## src/rtl/id_stage_if.sv

```systemverilog
// Decode-stage bus: fetch-side request/response and execute-side decoded outputs.
// master = the environment around the stage, slave = id_stage itself.
interface id_stage_if;
  logic        in_valid;
  logic        in_ready;
  logic [31:0] instr;
  logic [31:0] in_pc;
  logic [31:0] rs1_data;
  logic [31:0] rs2_data;
  logic        ex_ready;
  logic        out_valid;
  logic        alu_src_a;
  logic        alu_src_b;
  logic        is_signed;
  logic [3:0]  alu_op;
  logic [31:0] pc;
  logic [31:0] a;
  logic [31:0] b;
  logic [31:0] sext;
  logic [4:0]  rd;
  logic        reg_write;
  logic        mem_read;
  logic        mem_write;
  logic        illegal;

  modport master (
    output in_valid, instr, in_pc, rs1_data, rs2_data, ex_ready,
    input  in_ready, out_valid, alu_src_a, alu_src_b, is_signed, alu_op,
           pc, a, b, sext, rd, reg_write, mem_read, mem_write, illegal
  );

  modport slave (
    input  in_valid, instr, in_pc, rs1_data, rs2_data, ex_ready,
    output in_ready, out_valid, alu_src_a, alu_src_b, is_signed, alu_op,
           pc, a, b, sext, rd, reg_write, mem_read, mem_write, illegal
  );
endinterface

```

## src/rtl/id_stage.sv

```systemverilog
// RV32I decode stage: combinational decoder feeding a single-entry output register
// with valid/ready handshake, flush and synchronous active-low reset.
module id_stage (
  input  logic       clk,
  input  logic       rst_n,
  input  logic       flush,
  id_stage_if.slave  bus
);
  localparam logic [3:0] OP_ADD = 4'd0,  OP_SUB = 4'd1,  OP_SLL = 4'd2,  OP_SLT = 4'd3;
  localparam logic [3:0] OP_XOR = 4'd4,  OP_SRL = 4'd5,  OP_SRA = 4'd6,  OP_OR  = 4'd7;
  localparam logic [3:0] OP_AND = 4'd8,  OP_BEQ = 4'd9,  OP_BNE = 4'd10, OP_BLT = 4'd11;
  localparam logic [3:0] OP_BGE = 4'd12, OP_PASSB = 4'd13;

  logic [6:0]  opcode_s, funct7_s;
  logic [2:0]  funct3_s;
  logic [4:0]  rd_s;
  logic [31:0] imm_i_s, imm_s_s, imm_b_s, imm_u_s, imm_j_s;
  logic [3:0]  dec_op_s;
  logic [31:0] dec_sext_s;
  logic        dec_src_a_s, dec_src_b_s, dec_signed_s;
  logic        dec_rw_s, dec_mr_s, dec_mw_s, dec_ill_s;
  logic        fin_rw_s, fin_mr_s, fin_mw_s;
  logic        in_ready_s, accept_s;

  logic        out_valid_r, alu_src_a_r, alu_src_b_r, is_signed_r;
  logic [3:0]  alu_op_r;
  logic [31:0] pc_r, a_r, b_r, sext_r;
  logic [4:0]  rd_r;
  logic        reg_write_r, mem_read_r, mem_write_r, illegal_r;

  assign opcode_s = bus.instr[6:0];
  assign funct3_s = bus.instr[14:12];
  assign funct7_s = bus.instr[31:25];
  assign rd_s     = bus.instr[11:7];
  assign imm_i_s  = {{20{bus.instr[31]}}, bus.instr[31:20]};
  assign imm_s_s  = {{20{bus.instr[31]}}, bus.instr[31:25], bus.instr[11:7]};
  assign imm_b_s  = {{19{bus.instr[31]}}, bus.instr[31], bus.instr[7],
                     bus.instr[30:25], bus.instr[11:8], 1'b0};
  assign imm_u_s  = {bus.instr[31:12], 12'd0};
  assign imm_j_s  = {{11{bus.instr[31]}}, bus.instr[31], bus.instr[19:12],
                     bus.instr[20], bus.instr[30:21], 1'b0};

  // Instruction decoder: control fields and immediate for the incoming word.
  always_comb begin
    dec_op_s     = OP_ADD;
    dec_sext_s   = 32'd0;
    dec_src_a_s  = 1'b0;
    dec_src_b_s  = 1'b0;
    dec_signed_s = 1'b0;
    dec_rw_s     = 1'b0;
    dec_mr_s     = 1'b0;
    dec_mw_s     = 1'b0;
    dec_ill_s    = 1'b0;
    case (opcode_s)
      7'b0110011: begin
        dec_src_a_s = 1'b1;
        dec_rw_s    = 1'b1;
        // Only funct7 = 0x00, or 0x20 paired with SUB/SRA, exist in RV32I.
        if ((funct7_s == 7'b0000000) ||
            ((funct7_s == 7'b0100000) && ((funct3_s == 3'b000) || (funct3_s == 3'b101)))) begin
          case (funct3_s)
            3'b000:  dec_op_s = funct7_s[5] ? OP_SUB : OP_ADD;
            3'b001:  dec_op_s = OP_SLL;
            3'b010:  begin dec_op_s = OP_SLT; dec_signed_s = 1'b1; end
            3'b011:  dec_op_s = OP_SLT;
            3'b100:  dec_op_s = OP_XOR;
            3'b101:  dec_op_s = funct7_s[5] ? OP_SRA : OP_SRL;
            3'b110:  dec_op_s = OP_OR;
            3'b111:  dec_op_s = OP_AND;
            default: dec_ill_s = 1'b1;
          endcase
        end else begin
          dec_ill_s = 1'b1;
        end
      end
      7'b0010011: begin
        dec_src_a_s = 1'b1;
        dec_src_b_s = 1'b1;
        dec_sext_s  = imm_i_s;
        dec_rw_s    = 1'b1;
        case (funct3_s)
          3'b000:  dec_op_s = OP_ADD;
          3'b001:  begin
            dec_op_s = OP_SLL;
            if (funct7_s != 7'b0000000) dec_ill_s = 1'b1;
            else                        dec_ill_s = 1'b0;
          end
          3'b010:  begin dec_op_s = OP_SLT; dec_signed_s = 1'b1; end
          3'b011:  dec_op_s = OP_SLT;
          3'b100:  dec_op_s = OP_XOR;
          3'b101:  begin
            if (funct7_s == 7'b0000000)      dec_op_s = OP_SRL;
            else if (funct7_s == 7'b0100000) dec_op_s = OP_SRA;
            else                             dec_ill_s = 1'b1;
          end
          3'b110:  dec_op_s = OP_OR;
          3'b111:  dec_op_s = OP_AND;
          default: dec_ill_s = 1'b1;
        endcase
      end
      7'b0110111: begin
        dec_op_s = OP_PASSB; dec_src_b_s = 1'b1; dec_sext_s = imm_u_s; dec_rw_s = 1'b1;
      end
      7'b0010111: begin
        dec_src_b_s = 1'b1; dec_sext_s = imm_u_s; dec_rw_s = 1'b1;
      end
      7'b0000011: begin
        dec_src_a_s = 1'b1; dec_src_b_s = 1'b1; dec_sext_s = imm_i_s;
        dec_mr_s = 1'b1; dec_rw_s = 1'b1;
      end
      7'b0100011: begin
        dec_src_a_s = 1'b1; dec_src_b_s = 1'b1; dec_sext_s = imm_s_s; dec_mw_s = 1'b1;
      end
      7'b1100011: begin
        dec_src_a_s = 1'b1;
        dec_sext_s  = imm_b_s;
        case (funct3_s)
          3'b000:  dec_op_s = OP_BEQ;
          3'b001:  dec_op_s = OP_BNE;
          3'b100:  begin dec_op_s = OP_BLT; dec_signed_s = 1'b1; end
          3'b101:  begin dec_op_s = OP_BGE; dec_signed_s = 1'b1; end
          3'b110:  dec_op_s = OP_BLT;
          3'b111:  dec_op_s = OP_BGE;
          default: dec_ill_s = 1'b1;
        endcase
      end
      7'b1101111: begin
        dec_src_b_s = 1'b1; dec_sext_s = imm_j_s; dec_rw_s = 1'b1;
      end
      7'b1100111: begin
        if (funct3_s == 3'b000) begin
          dec_src_a_s = 1'b1; dec_src_b_s = 1'b1; dec_sext_s = imm_i_s; dec_rw_s = 1'b1;
        end else begin
          dec_ill_s = 1'b1;
        end
      end
      default: dec_ill_s = 1'b1;
    endcase
  end

  // An illegal word never writes anything; x0 is never written.
  assign fin_rw_s   = dec_rw_s && !dec_ill_s && (rd_s != 5'd0);
  assign fin_mr_s   = dec_mr_s && !dec_ill_s;
  assign fin_mw_s   = dec_mw_s && !dec_ill_s;
  assign in_ready_s = !out_valid_r || bus.ex_ready;
  assign accept_s   = bus.in_valid && in_ready_s;

  // Output pipeline register: reset > flush > accept > consume > hold.
  always_ff @(posedge clk) begin
    if (!rst_n) begin
      out_valid_r <= 1'b0; alu_src_a_r <= 1'b0; alu_src_b_r <= 1'b0; is_signed_r <= 1'b0;
      alu_op_r    <= 4'd0; pc_r <= 32'd0; a_r <= 32'd0; b_r <= 32'd0; sext_r <= 32'd0;
      rd_r        <= 5'd0; reg_write_r <= 1'b0; mem_read_r <= 1'b0; mem_write_r <= 1'b0;
      illegal_r   <= 1'b0;
    end else if (flush) begin
      out_valid_r <= 1'b0; reg_write_r <= 1'b0; mem_read_r <= 1'b0; mem_write_r <= 1'b0;
    end else if (accept_s) begin
      out_valid_r <= 1'b1;
      alu_src_a_r <= dec_src_a_s; alu_src_b_r <= dec_src_b_s; is_signed_r <= dec_signed_s;
      alu_op_r    <= dec_op_s;    pc_r <= bus.in_pc; a_r <= bus.rs1_data; b_r <= bus.rs2_data;
      sext_r      <= dec_sext_s;  rd_r <= rd_s;
      reg_write_r <= fin_rw_s; mem_read_r <= fin_mr_s; mem_write_r <= fin_mw_s;
      illegal_r   <= dec_ill_s;
    end else if (bus.ex_ready) begin
      out_valid_r <= 1'b0;
    end
  end

  assign bus.in_ready  = in_ready_s;
  assign bus.out_valid = out_valid_r;
  assign bus.alu_src_a = alu_src_a_r;
  assign bus.alu_src_b = alu_src_b_r;
  assign bus.is_signed = is_signed_r;
  assign bus.alu_op    = alu_op_r;
  assign bus.pc        = pc_r;
  assign bus.a         = a_r;
  assign bus.b         = b_r;
  assign bus.sext      = sext_r;
  assign bus.rd        = rd_r;
  assign bus.reg_write = reg_write_r;
  assign bus.mem_read  = mem_read_r;
  assign bus.mem_write = mem_write_r;
  assign bus.illegal   = illegal_r;
endmodule

```

## src/flat_wrapper.sv

```systemverilog
// flat-port wrapper written by rule: the top's interface ports become plain ports
module id_stage_flat 
  (clk, rst_n, flush, bus_in_valid, bus_instr, bus_in_pc, bus_rs1_data, bus_rs2_data, bus_ex_ready, bus_in_ready, bus_out_valid, bus_alu_src_a, bus_alu_src_b, bus_is_signed, bus_alu_op, bus_pc, bus_a, bus_b, bus_sext, bus_rd, bus_reg_write, bus_mem_read, bus_mem_write, bus_illegal);
  id_stage_if bus_i ();
  input  logic clk;
  input  logic rst_n;
  input  logic flush;
  input wire logic [$bits(bus_i.in_valid)-1:0] bus_in_valid;
  input wire logic [$bits(bus_i.instr)-1:0] bus_instr;
  input wire logic [$bits(bus_i.in_pc)-1:0] bus_in_pc;
  input wire logic [$bits(bus_i.rs1_data)-1:0] bus_rs1_data;
  input wire logic [$bits(bus_i.rs2_data)-1:0] bus_rs2_data;
  input wire logic [$bits(bus_i.ex_ready)-1:0] bus_ex_ready;
  output wire logic [$bits(bus_i.in_ready)-1:0] bus_in_ready;
  output wire logic [$bits(bus_i.out_valid)-1:0] bus_out_valid;
  output wire logic [$bits(bus_i.alu_src_a)-1:0] bus_alu_src_a;
  output wire logic [$bits(bus_i.alu_src_b)-1:0] bus_alu_src_b;
  output wire logic [$bits(bus_i.is_signed)-1:0] bus_is_signed;
  output wire logic [$bits(bus_i.alu_op)-1:0] bus_alu_op;
  output wire logic [$bits(bus_i.pc)-1:0] bus_pc;
  output wire logic [$bits(bus_i.a)-1:0] bus_a;
  output wire logic [$bits(bus_i.b)-1:0] bus_b;
  output wire logic [$bits(bus_i.sext)-1:0] bus_sext;
  output wire logic [$bits(bus_i.rd)-1:0] bus_rd;
  output wire logic [$bits(bus_i.reg_write)-1:0] bus_reg_write;
  output wire logic [$bits(bus_i.mem_read)-1:0] bus_mem_read;
  output wire logic [$bits(bus_i.mem_write)-1:0] bus_mem_write;
  output wire logic [$bits(bus_i.illegal)-1:0] bus_illegal;
  assign bus_i.in_valid = bus_in_valid;
  assign bus_i.instr = bus_instr;
  assign bus_i.in_pc = bus_in_pc;
  assign bus_i.rs1_data = bus_rs1_data;
  assign bus_i.rs2_data = bus_rs2_data;
  assign bus_i.ex_ready = bus_ex_ready;
  assign bus_in_ready = bus_i.in_ready;
  assign bus_out_valid = bus_i.out_valid;
  assign bus_alu_src_a = bus_i.alu_src_a;
  assign bus_alu_src_b = bus_i.alu_src_b;
  assign bus_is_signed = bus_i.is_signed;
  assign bus_alu_op = bus_i.alu_op;
  assign bus_pc = bus_i.pc;
  assign bus_a = bus_i.a;
  assign bus_b = bus_i.b;
  assign bus_sext = bus_i.sext;
  assign bus_rd = bus_i.rd;
  assign bus_reg_write = bus_i.reg_write;
  assign bus_mem_read = bus_i.mem_read;
  assign bus_mem_write = bus_i.mem_write;
  assign bus_illegal = bus_i.illegal;
  id_stage u_core (.clk(clk), .rst_n(rst_n), .flush(flush), .bus(bus_i));
endmodule
```

## config.mk

```make
export PLATFORM = sky130hd
export DESIGN_NAME = id_stage_flat
export DESIGN_NICKNAME = d
export VERILOG_FILES = /design/src/rtl/id_stage_if.sv /design/src/rtl/id_stage.sv /design/src/flat_wrapper.sv
export SDC_FILE = /design/constraint.sdc
export NUM_CORES = 1
export LEC_CHECK = 0
export BUFFER_PORTS_ARGS = -buffer_cell sky130_fd_sc_hd__buf_2
export CAP_MARGIN = 20
export CORE_AREA = 2 2 116 118
export CTS_CLUSTER_SIZE = 25
export DETAILED_ROUTE_END_ITERATION = 8
export DIE_AREA = 0 0 118 120
export GPL_ROUTABILITY_DRIVEN = 1
export GPL_TIMING_DRIVEN = 0
export HOLD_SLACK_MARGIN = 0.06
export PLACE_DENSITY = 0.85
export SYNTH_ARGS = -nofsm -noshare
export SYNTH_HDL_FRONTEND = slang
export SYNTH_SLANG_ARGS = --single-unit
export TNS_END_PERCENT = 5
```

## constraint.sdc

```tcl
create_clock -name clk -period 1.97 [get_ports clk]
set_input_delay 0.0985 -clock clk [delete_from_list [all_inputs] [get_ports clk]]
set_output_delay 0.0985 -clock clk [all_outputs]
set_load 0.02 [all_outputs]
```

; ---- After elaboration in Yosys (flattened, before gate mapping)
; Index checks and enable logic that the tools add are counted.
[word_totals]
reg_bits = 145
inputBits = 133
output_inout_bits = 146
wordCells = 93
[classes]
eq_ne = 17
n_mux = 31
bitwise = 2
n_reduce_logical = 29
[ops]
columns = cell, n
row1 = 32-bit case mux with 6 select lines, 1
row2 = 4-bit case mux with 7 select lines, 2
row3 = 32-bit two-way mux, 1
row4 = 4-bit case mux with 4 select lines, 2
row5 = 7-bit by 6-bit equality test with 1-bit output (second input constant), 4
row6 = 7-bit equality test (second input constant), 3
row7 = 6-bit OR reduction, 3
row8 = 1-bit two-way mux, 15
row9 = 7-bit by 5-bit equality test with 1-bit output (second input constant), 2
row10 = 2-bit OR reduction, 7
row11 = 3-bit equality test (second input constant), 4
row12 = 5-bit OR reduction, 2
row13 = 4-bit two-way mux, 2
row14 = 1-bit case mux with 2 select lines, 4
row15 = 7-bit by 2-bit equality test with 1-bit output (second input constant), 1
row16 = 7-bit zero test, 1
row17 = 7-bit nonzero test, 1
row18 = 3-bit by 2-bit equality test with 1-bit output (second input constant), 2
row19 = 1-bit logical AND, 6
row20 = 1-bit case mux with 5 select lines, 1
row21 = 5-bit nonzero test, 1
row22 = 3-bit by 1-bit equality test with 1-bit output (second input constant), 1
row23 = 3-bit zero test, 1
row24 = 1-bit logical OR, 3
row25 = 7 further kinds, 9

; ---- Logic depth before layout (Yosys ltp)
; Gate-level depths: netlist of run 1.
[logic_depth]
ltp_word = 9
depth_mapped = 7
ltp_nobuf = 6

; ---- Worst setup path before layout of run 1
; OpenSTA, ideal clock, no wires.
[synth_path]
kind = register to register
start = reg u_core.out_valid_r (netlist: u_core.bus.out_valid)
end = reg u_core.a_r[0] (netlist: u_core.bus.a[0])
setup_time_ns = 0.070
arrival_time_ns = 1.755
required_ns = 1.900
slack_ns = 0.144
stages_incl_launch_ff = 8
n_path_buf = 3
period_less_slack_ns = 1.826
path_cell_list = dfxtp_1 nor2b_1 or3_1 clkbuf_1 clkbuf_1 buf_1 nand2_1 a21oi_1
[synth_between]
elab_chain_len = 4
[synth_lines]
columns = item, line_no
row1 = from (decl), id_stage.sv:25  ; logic out_valid_r, alu_src_a_r, alu_src_b_r, is_signed_r;
row2 = from (signal assigned), id_stage.sv:151  ; out_valid_r <= 1'b0; alu_src_a_r <= 1'b0; alu_src_b_r <= 1'b0; is_signed_r <= 1'b0;
row3 = from (signal assigned), id_stage.sv:156  ; out_valid_r <= 1'b0; reg_write_r <= 1'b0; mem_read_r <= 1'b0; mem_write_r <= 1'b0;
row4 = from (signal assigned), id_stage.sv:158  ; out_valid_r <= 1'b1;
row5 = 1-bit zero test, id_stage.sv:145  ; assign in_ready_s = !out_valid_r || bus.ex_ready;
row6 = 1-bit logical OR, id_stage.sv:145
row7 = 1-bit logical AND, id_stage.sv:146  ; assign accept_s = bus.in_valid && in_ready_s;
row8 = 2-bit AND reduction (no source line), n/a
row9 = to (signal assigned), id_stage.sv:160  ; alu_op_r <= dec_op_s; pc_r <= bus.in_pc; a_r <= bus.rs1_data; b_r <= bus.rs2_data;
row10 = to (decl), id_stage.sv:27  ; logic [31:0] pc_r, a_r, b_r, sext_r;
; Every way passes these cells.
; A chain may end at the register's enable or synchronous reset.

; ---- Worst setup path after layout of run 1
[layout_path]
start = in bus_instr[25]
end = reg u_core.is_signed_r (netlist: u_core.bus.is_signed)
[layout_between]
elab_chain_len = 5
word_cells_on_any_way = 6
classes_between = eq/ne (1) / mux (2) / reduce/logical (3)
[layout_lines]
columns = item, line_no
row1 = from (decl), flat_wrapper.sv:9  ; input wire logic [$bits(bus_i.instr)-1:0] bus_instr;
row2 = 7-bit by 6-bit equality test with 1-bit output, id_stage.sv:60  ; ((funct7_s == 7'b0100000) && ((funct3_s == 3'b000) || (funct3_s == 3'b101)))) begin
row3 = 1-bit logical AND, id_stage.sv:60
row4 = 1-bit logical OR *, id_stage.sv:59  ; if ((funct7_s == 7'b0000000) ||
row5 = 1-bit two-way mux *, id_stage.sv:59
row6 = 1-bit case mux with 3 select lines *, id_stage.sv:54  ; case (opcode_s)
row7 = to (signal assigned), id_stage.sv:159  ; alu_src_a_r <= dec_src_a_s; alu_src_b_r <= dec_src_b_s; is_signed_r <= dec_signed_s;
row8 = to (decl), id_stage.sv:25
; Mark *: on every way between the ends. The rest lies on a longest branch, timed or not.

==> flow_summary.yaml, run 1 <==
power:
  intPower_uw: 5510
  irDropWorstVdd_mv: 0.716
  powerDensity_mw_per_mm2: 814
  power_frac_comb_pct: 13.9
  seq_power_share_pct: 41.8
  power.leakage_uw: 0.00417
  p_switching_uw: 1900
  p_sw_share_pct: 25.7
  p_clk_share_pct: 44.3
final_layout:
  final_common_cell: "buf_2"
  design_area_mm2: 0.00910
  fillCellCount: 928
  area_growth_pct: 60.7
  final_cell_mix: "buf_2, nand2_1, dfxtp_1"
  nets: 1267
  regArea_mm2: 0.00290
  drive_gt1_share_pct: 29.3
  multiInputGateArea_mm2: 0.00254
route:
  num_vias: 7141
  drt-initial-drc-count: 603
  routed_wl_um: 23600
  drc: 0
  viasPerCell: 5.39
  wl_per_cell_um: 17.8
  antenna_left: 0
  drt_pre_antenna_iters: 5
timing:
  tightest_slew_ps: 704
  rsz0062_at_grt: "true"
  period_share_pct: 101
  finalMaxSlewViolations: 0
  finalHoldViolCount: 0
  period_needed_ps: 1980
  max_freq_mhz: 504
  totalNegativeSetupSlack_ps: -14.0
  slew_headroom_pct: 53.1
  setup_ws_ps: -14.0
  skew_ps: 7.72
  holdWs_ps: 77.9
  setup_violations: 1
floorplanning:
  dieWidth_um: 118
  initial_core_util_pct: 43.6
  die_h_um: 120
  io_pins: 279
  die-area_mm2: 0.0142
  row_count: 42
  core-area_mm2: 0.0130
clock_tree:
  path_clk_slew_ps: 60
  cts_made_buffers: 17
  post-cts-setup-buffers: 0
  cts.path.max_buffers: 2
  clock_sinks: 145
  cts-root-buf: "clkbuf_16"
  ctsHtreeMaxLevel: 4
  cts_tree: "done"
  clkLatencyLatePin_ps: 420
job:
  cap_violations: 0
status:
  status: "complete, but fails checks"
  violations: "setup timing"
worst_setup_path:
  endpoint_kind: "flop"
  worstSetupStartpointType: "primary input"
  critPathRequiredTime_ps: 2310
  r2r-end: "u_core.bus.pc[28]"
  endpoint: "u_core.bus.is_signed"
  r2r-start: "u_core.bus.out_valid"
  crit_start: "bus_instr[25]"
  rrSetupSlack_ps: 40
  rr_worst_depth: 6
  cp_data_arrival_time_ps: 2330
  path_max_fanout: 5
  crit_type: "primary input to flop"
global_route:
  grt_pass1_wl_um: 36000
  grt_overflow: 0
  grt_pass1_vias: 7019
  grt.total_usage_pct: 32.2
  antenna_found_initial: 2
  grt_max_degree: 17
synthesis:
  ys.flop_type: "dfxtp_1"
  ys_warn_count: 0
  ys_types: 46
  syn_area_per_cell_um2: 7.85
  synth_edf_count: 0
  ys_seq_area_share_pct: 51.3
  syn_area_mm2: 0.00566
  yosys_register_bits: 145
  async_flop_share_pct: 0
  netlist_instances: 721
  syn-num-nets: 854
place:
  dp_worst_setup_slack_ps: -457
  place_area_mm2: 0.00726
  hpwl_um: 14300
  portBuffers: 276
  place_congestion: 0.941
worst_hold_path:
  min_path_type: "primary input to flop"
-- worst min-delay path by stage --
stage                                 from                   to  cells after the start
after floorplan              bus_instr[21]   u_core.bus.sext[1]                      2
after global placement        bus_in_pc[2]     u_core.bus.pc[2]                      3
after detailed placement  bus_rs1_data[13]     u_core.bus.a[13]                      3
after CTS                            flush  u_core.bus.mem_read                      3
after global routing                 flush  u_core.bus.mem_read                      3
final                                flush  u_core.bus.mem_read                      3
-- power by group through the flow --
stage,Combinational (uW),Clock [uW],Sequential (uW)
finish,1030,3280,3100
global route,1100,3430,3100
CTS,984,3270,3090
detailed placement,794,0,3150
global placement,788,0,3150
floorplan,297,0,3270
-- synthesized netlist by cell type, drive strengths merged, types with 2 or more instances --
master | instances | share of area [%]
nand2 | 246 | 16
dfxtp | 145 | 51
a21oi | 128 | 11
clkbuf | 41 | 2.7
o21ai | 24 | 2.1
nand3 | 13 | 1.1
a21o | 12 | 1.6
nor2 | 12 | 0.80
nor3 | 11 | 1.2
buf | 10 | 0.75
inv | 9 | 0.60
a22o | 7 | 1.1
nor2b | 7 | 0.77
a211oi | 5 | 0.66
a222oi | 5 | 0.88
and3 | 5 | 0.55
or4 | 4 | 0.66
a31oi | 3 | 0.60
nand2b | 3 | 0.33
nand4 | 3 | 0.33
nor4 | 3 | 0.33
a2111oi | 2 | 0.31
a21boi | 2 | 0.33
a32o | 2 | 0.35
mux2i | 2 | 0.35
nand3b | 2 | 0.27
nand4b | 2 | 0.31
or3 | 2 | 0.22
-- through the flow --
| step | power (uW) | util [%] | cells |
|---|---|---|---|
| floorplan | 3570 | - | 721 |
| global placement | 3930 | 56.0 | 1173 |
| detailed placement | 3940 | 56.0 | 1173 |
| CTS | 7340 | 69.9 | 1323 |
| global route | 7630 | 70.1 | 1324 |
| finish | 7400 | 70.1 | 1324 |
-- flip-flops by register name (all words and copies together) (netlist names), 4 cells and up --
| name | flops |
|---|---|
| u_core.bus.sext | 32 |
| u_core.bus.alu_op | 4 |
| u_core.bus.b | 32 |
| u_core.bus.rd | 5 |
| u_core.bus.a | 32 |
| u_core.bus.pc | 32 |
-- critical path, stage by stage --
cell and delay [ps]:
dlygate4sd3_1 530, buf_2 150, or4_4 530, nor3_4 240, a21boi_2 110, or4_4 500, a31oi_4 160
-- kinds of logic (layout without fill, tap and decap cells) --
| logic type | count (synthesis) | in the layout | share of synthesized area, % |
|---|---|---|---|
| and+or+nand+nor | 318 | 318 | 24.1 |
| AOI/OAI and AO/OA | 195 | 195 | 20.1 |
| DFF | 145 | 145 | 51.3 |
| buffers and inverters | 60 | 485 | 4.07 |
| muxes | 2 | 2 | 0.354 |
| xor gates and xnor gates | 1 | 1 | 0.155 |
| other | 0 | 2 | 0 |
-- repair_timing --
action / in CTS / in global routing
cloned: 0 / 0
pin swaps: 0 / 0
endpoints found under the setup margin: 114 / 114
resized for setup: 6 / 22
endpoints found under the hold margin: 125 / 0
hold buffers: 120 / 0
-- metal layers --
layer / global-route usage [%] / vias to the layer above / wire length [um]
met2: 55.7 / 449 / 11500
met5: 0 / - / 0
li1: - / 3267 / -
met1: 36.6 / 3337 / 8890
met4: 18.0 / 0 / 1090
met3: 7.79 / 88 / 2100
-- final cells by class --
cell class | count | share of cell area, %
Antenna cell | 2 | 0.0550
Buffer | 49 | 2.30
Clock buffer | 24 | 5.51
Clock inverter | 7 | 1.09
Inverter | 9 | 0.371
Multi-Input combinational cell | 516 | 28.0
Sequential cell | 145 | 31.9
Tap cell | 176 | 2.42
Timing Repair Buffer | 396 | 28.4
(Power assumes the default switching activity.)
==> run 2, diff against run 1 <==
--- a/config.mk
+++ b/config.mk
@@ -5,16 +5,16 @@
 export SDC_FILE = /design/constraint.sdc
 export NUM_CORES = 1
 export LEC_CHECK = 0
+export ABC_AREA = 1
 export BUFFER_PORTS_ARGS = -buffer_cell sky130_fd_sc_hd__buf_2
 export CAP_MARGIN = 20
-export CORE_AREA = 2 2 116 118
+export CORE_AREA = 2 2 122 124
 export CTS_CLUSTER_SIZE = 25
 export DETAILED_ROUTE_END_ITERATION = 8
-export DIE_AREA = 0 0 118 120
+export DIE_AREA = 0 0 124 126
 export GPL_ROUTABILITY_DRIVEN = 1
 export GPL_TIMING_DRIVEN = 0
-export HOLD_SLACK_MARGIN = 0.06
-export PLACE_DENSITY = 0.85
+export PLACE_DENSITY = 0.84
 export SYNTH_ARGS = -nofsm -noshare
 export SYNTH_HDL_FRONTEND = slang
 export SYNTH_SLANG_ARGS = --single-unit
==> flow_summary.yaml, run 2 <==
status:
  status: "finished clean"
synthesis:
  yosys_register_bits: 145
  synth_area_leader_cell: "dfxtp_1"
  netlist_instances: 898
  ys_types: 29
  ys_top_cells_by_area: "dfxtp_1, nor2_1, nand2_1"
  async_flop_share_pct: 0
  syn_area_per_cell_um2: 7.05
  ys_warn_count: 0
  synth.most_common_cell: "nor2_1"
  synthTopCellsByCount: "nor2_1, nand2_1, dfxtp_1"
  syn_area_mm2: 0.00633
  synth_edf_count: 0
  post-synth-top-area-fraction_pct: 45.8
  ys_seq_area_share_pct: 45.8
  ys.flop_type: "dfxtp_1"
  syn-num-nets: 1031
global_route:
  antenna_found_initial: 0
  grt_max_degree: 17
  grt_pass1_wl_um: 38200
  grt_pass1_vias: 7711
  grt_overflow: 0
  grt.total_usage_pct: 31.4
place:
  place_congestion: 0.984
  hpwl_um: 15600
  portBuffers: 275
  dp_worst_setup_slack_ps: 188
timing:
  period_share_pct: 93.0
  setup_violations: 0
  finalMaxSlewViolations: 0
  slew_headroom_pct: 56.1
  max_freq_mhz: 546
  tightest_slew_ps: 659
  totalNegativeSetupSlack_ps: 0
  skew_ps: 14.1
  finalHoldViolCount: 0
  setup_ws_ps: 139
  period_needed_ps: 1830
  rsz0062_at_grt: "false"
power:
  power.leakage_uw: 0.00497
  irDropWorstVdd_mv: 0.727
  powerDensity_mw_per_mm2: 813
clock_tree:
  post-cts-setup-buffers: 0
  cts_made_buffers: 17
  clkLatencyLatePin_ps: 430
  cts.path.max_buffers: 2
  cts_tree: "done"
  ctsHtreeMaxLevel: 4
  path_clk_slew_ps: 70
  cts-root-buf: "clkbuf_16"
  clock_sinks: 145
route:
  num_vias: 7917
  antenna_left: 0
  routed_wl_um: 24900
  viasPerCell: 5.29
  drc: 0
  wl_per_cell_um: 16.7
  drt-initial-drc-count: 670
  drt_pre_antenna_iters: 8
worst_setup_path:
  crit_type: "primary input to flop"
  endpoint_kind: "flop"
  critPathRequiredTime_ps: 2310
  critPathSlowestCell: "dlygate4sd3_1"
  path_max_fanout: 10
  worstSetupStartpointType: "primary input"
  crit_buf_inv: 6
  rrSetupSlack_ps: 180
  cp_data_arrival_time_ps: 2170
  slowest_delay_ps: 530
  path_cells: "dlygate4sd3_1 -> buf_2 -> inv_1 -> nand2_1 -> nand2_1 -> nor2_2 -> inv_2 -> clkbuf_4 -> buf_2 -> nor2_1 -> nor2_1"
  critPathTopFamily: "buffers and inverters"
final_layout:
  multiInputGateArea_mm2: 0.00300
  regArea_mm2: 0.00290
  final_common_cell: "buf_2"
  nets: 1431
  final_cell_mix: "buf_2, nor2_1, nand2_1"
  area_growth_pct: 52.1
  post-route-util_pct: 67.3
  fillCellCount: 1122
  drive_gt1_share_pct: 29.8
floorplanning:
  dieWidth_um: 124
  initial_core_util_pct: 44.2
  core-area_mm2: 0.0143
  io_pins: 279
  row_count: 44
  die-area_mm2: 0.0156
  die_h_um: 126
job:
  cap_violations: 0
worst_hold_path:
  min_path_type: "primary input to flop"
-- run 2: cells by family (layout without fill, tap and decap cells) --
group	count (synthesis)	count (layout)	synth area share, %
simple gates	490	490	33.1
flops	145	145	45.8
compound gates	166	166	14.2
other cells	0	1	0
buf+inv	97	510	6.89
-- run 2: path summary, 6_finish.rpt --
path                             start                   end  depth (start not counted)
setup / recovery          bus_ex_ready      u_core.bus.a[12]                         11
hold / removal           bus_instr[25]    u_core.bus.sext[5]                          3
setup reg to reg  u_core.bus.out_valid      u_core.bus.a[12]                          8
hold reg to reg   u_core.bus.alu_op[3]  u_core.bus.alu_op[3]                          2
-- run 2: repair_timing --
action	4_1_cts	5_1_grt
resized for setup	0	2
endpoints found under the setup margin	0	9
endpoints found under the hold margin	108	0
hold buffers	106	0
-- run 2: through the flow --
step | power (uW) | cell area (um^2) | hold slack (ps) | instances
finish | 7830 | 9640 | 19.3 | 1496
global route | 8090 | 9630 | 13.6 | 1495
CTS | 7760 | 9630 | 0.318 | 1495
detailed placement | 4210 | 7940 | 324 | 1357
global placement | 4190 | 7940 | 319 | 1357
floorplan | 3770 | 6330 | 233 | 898
-- run 2: power by group --
| group | internal [uW] | switching, uW |
|---|---|---|
| logic | 472 | 746 |
| registers | 3090 | 88.6 |
| clock network | 2090 | 1340 |
-- run 2: cell type report --
| cell class | instances | share of cell area, % |
|---|---|---|
| clock inverter | 12 | 1.77 |
| clock buffer | 20 | 4.74 |
| inverter | 44 | 1.71 |
| multi-input combinational | 656 | 31.1 |
| tap | 184 | 2.39 |
| buffer | 53 | 2.84 |
| timing repair buffer | 381 | 25.3 |
| antenna | 1 | 0.0260 |
| sequential | 145 | 30.1 |
-- run 2: routing by layer --
metal	GRT usage, %	vias to the layer above	share of wire [%]
li1	-	3688	-
met4	20.2	0	5.8
met2	50.9	507	47
met3	8.61	137	8.8
met5	0	-	0
met1	36.2	3585	39
-- run 2: tightest hold or removal path, cell delays in order --
cell,delay (ps)
buf_2,120
nand4_1,100
a21oi_1,70
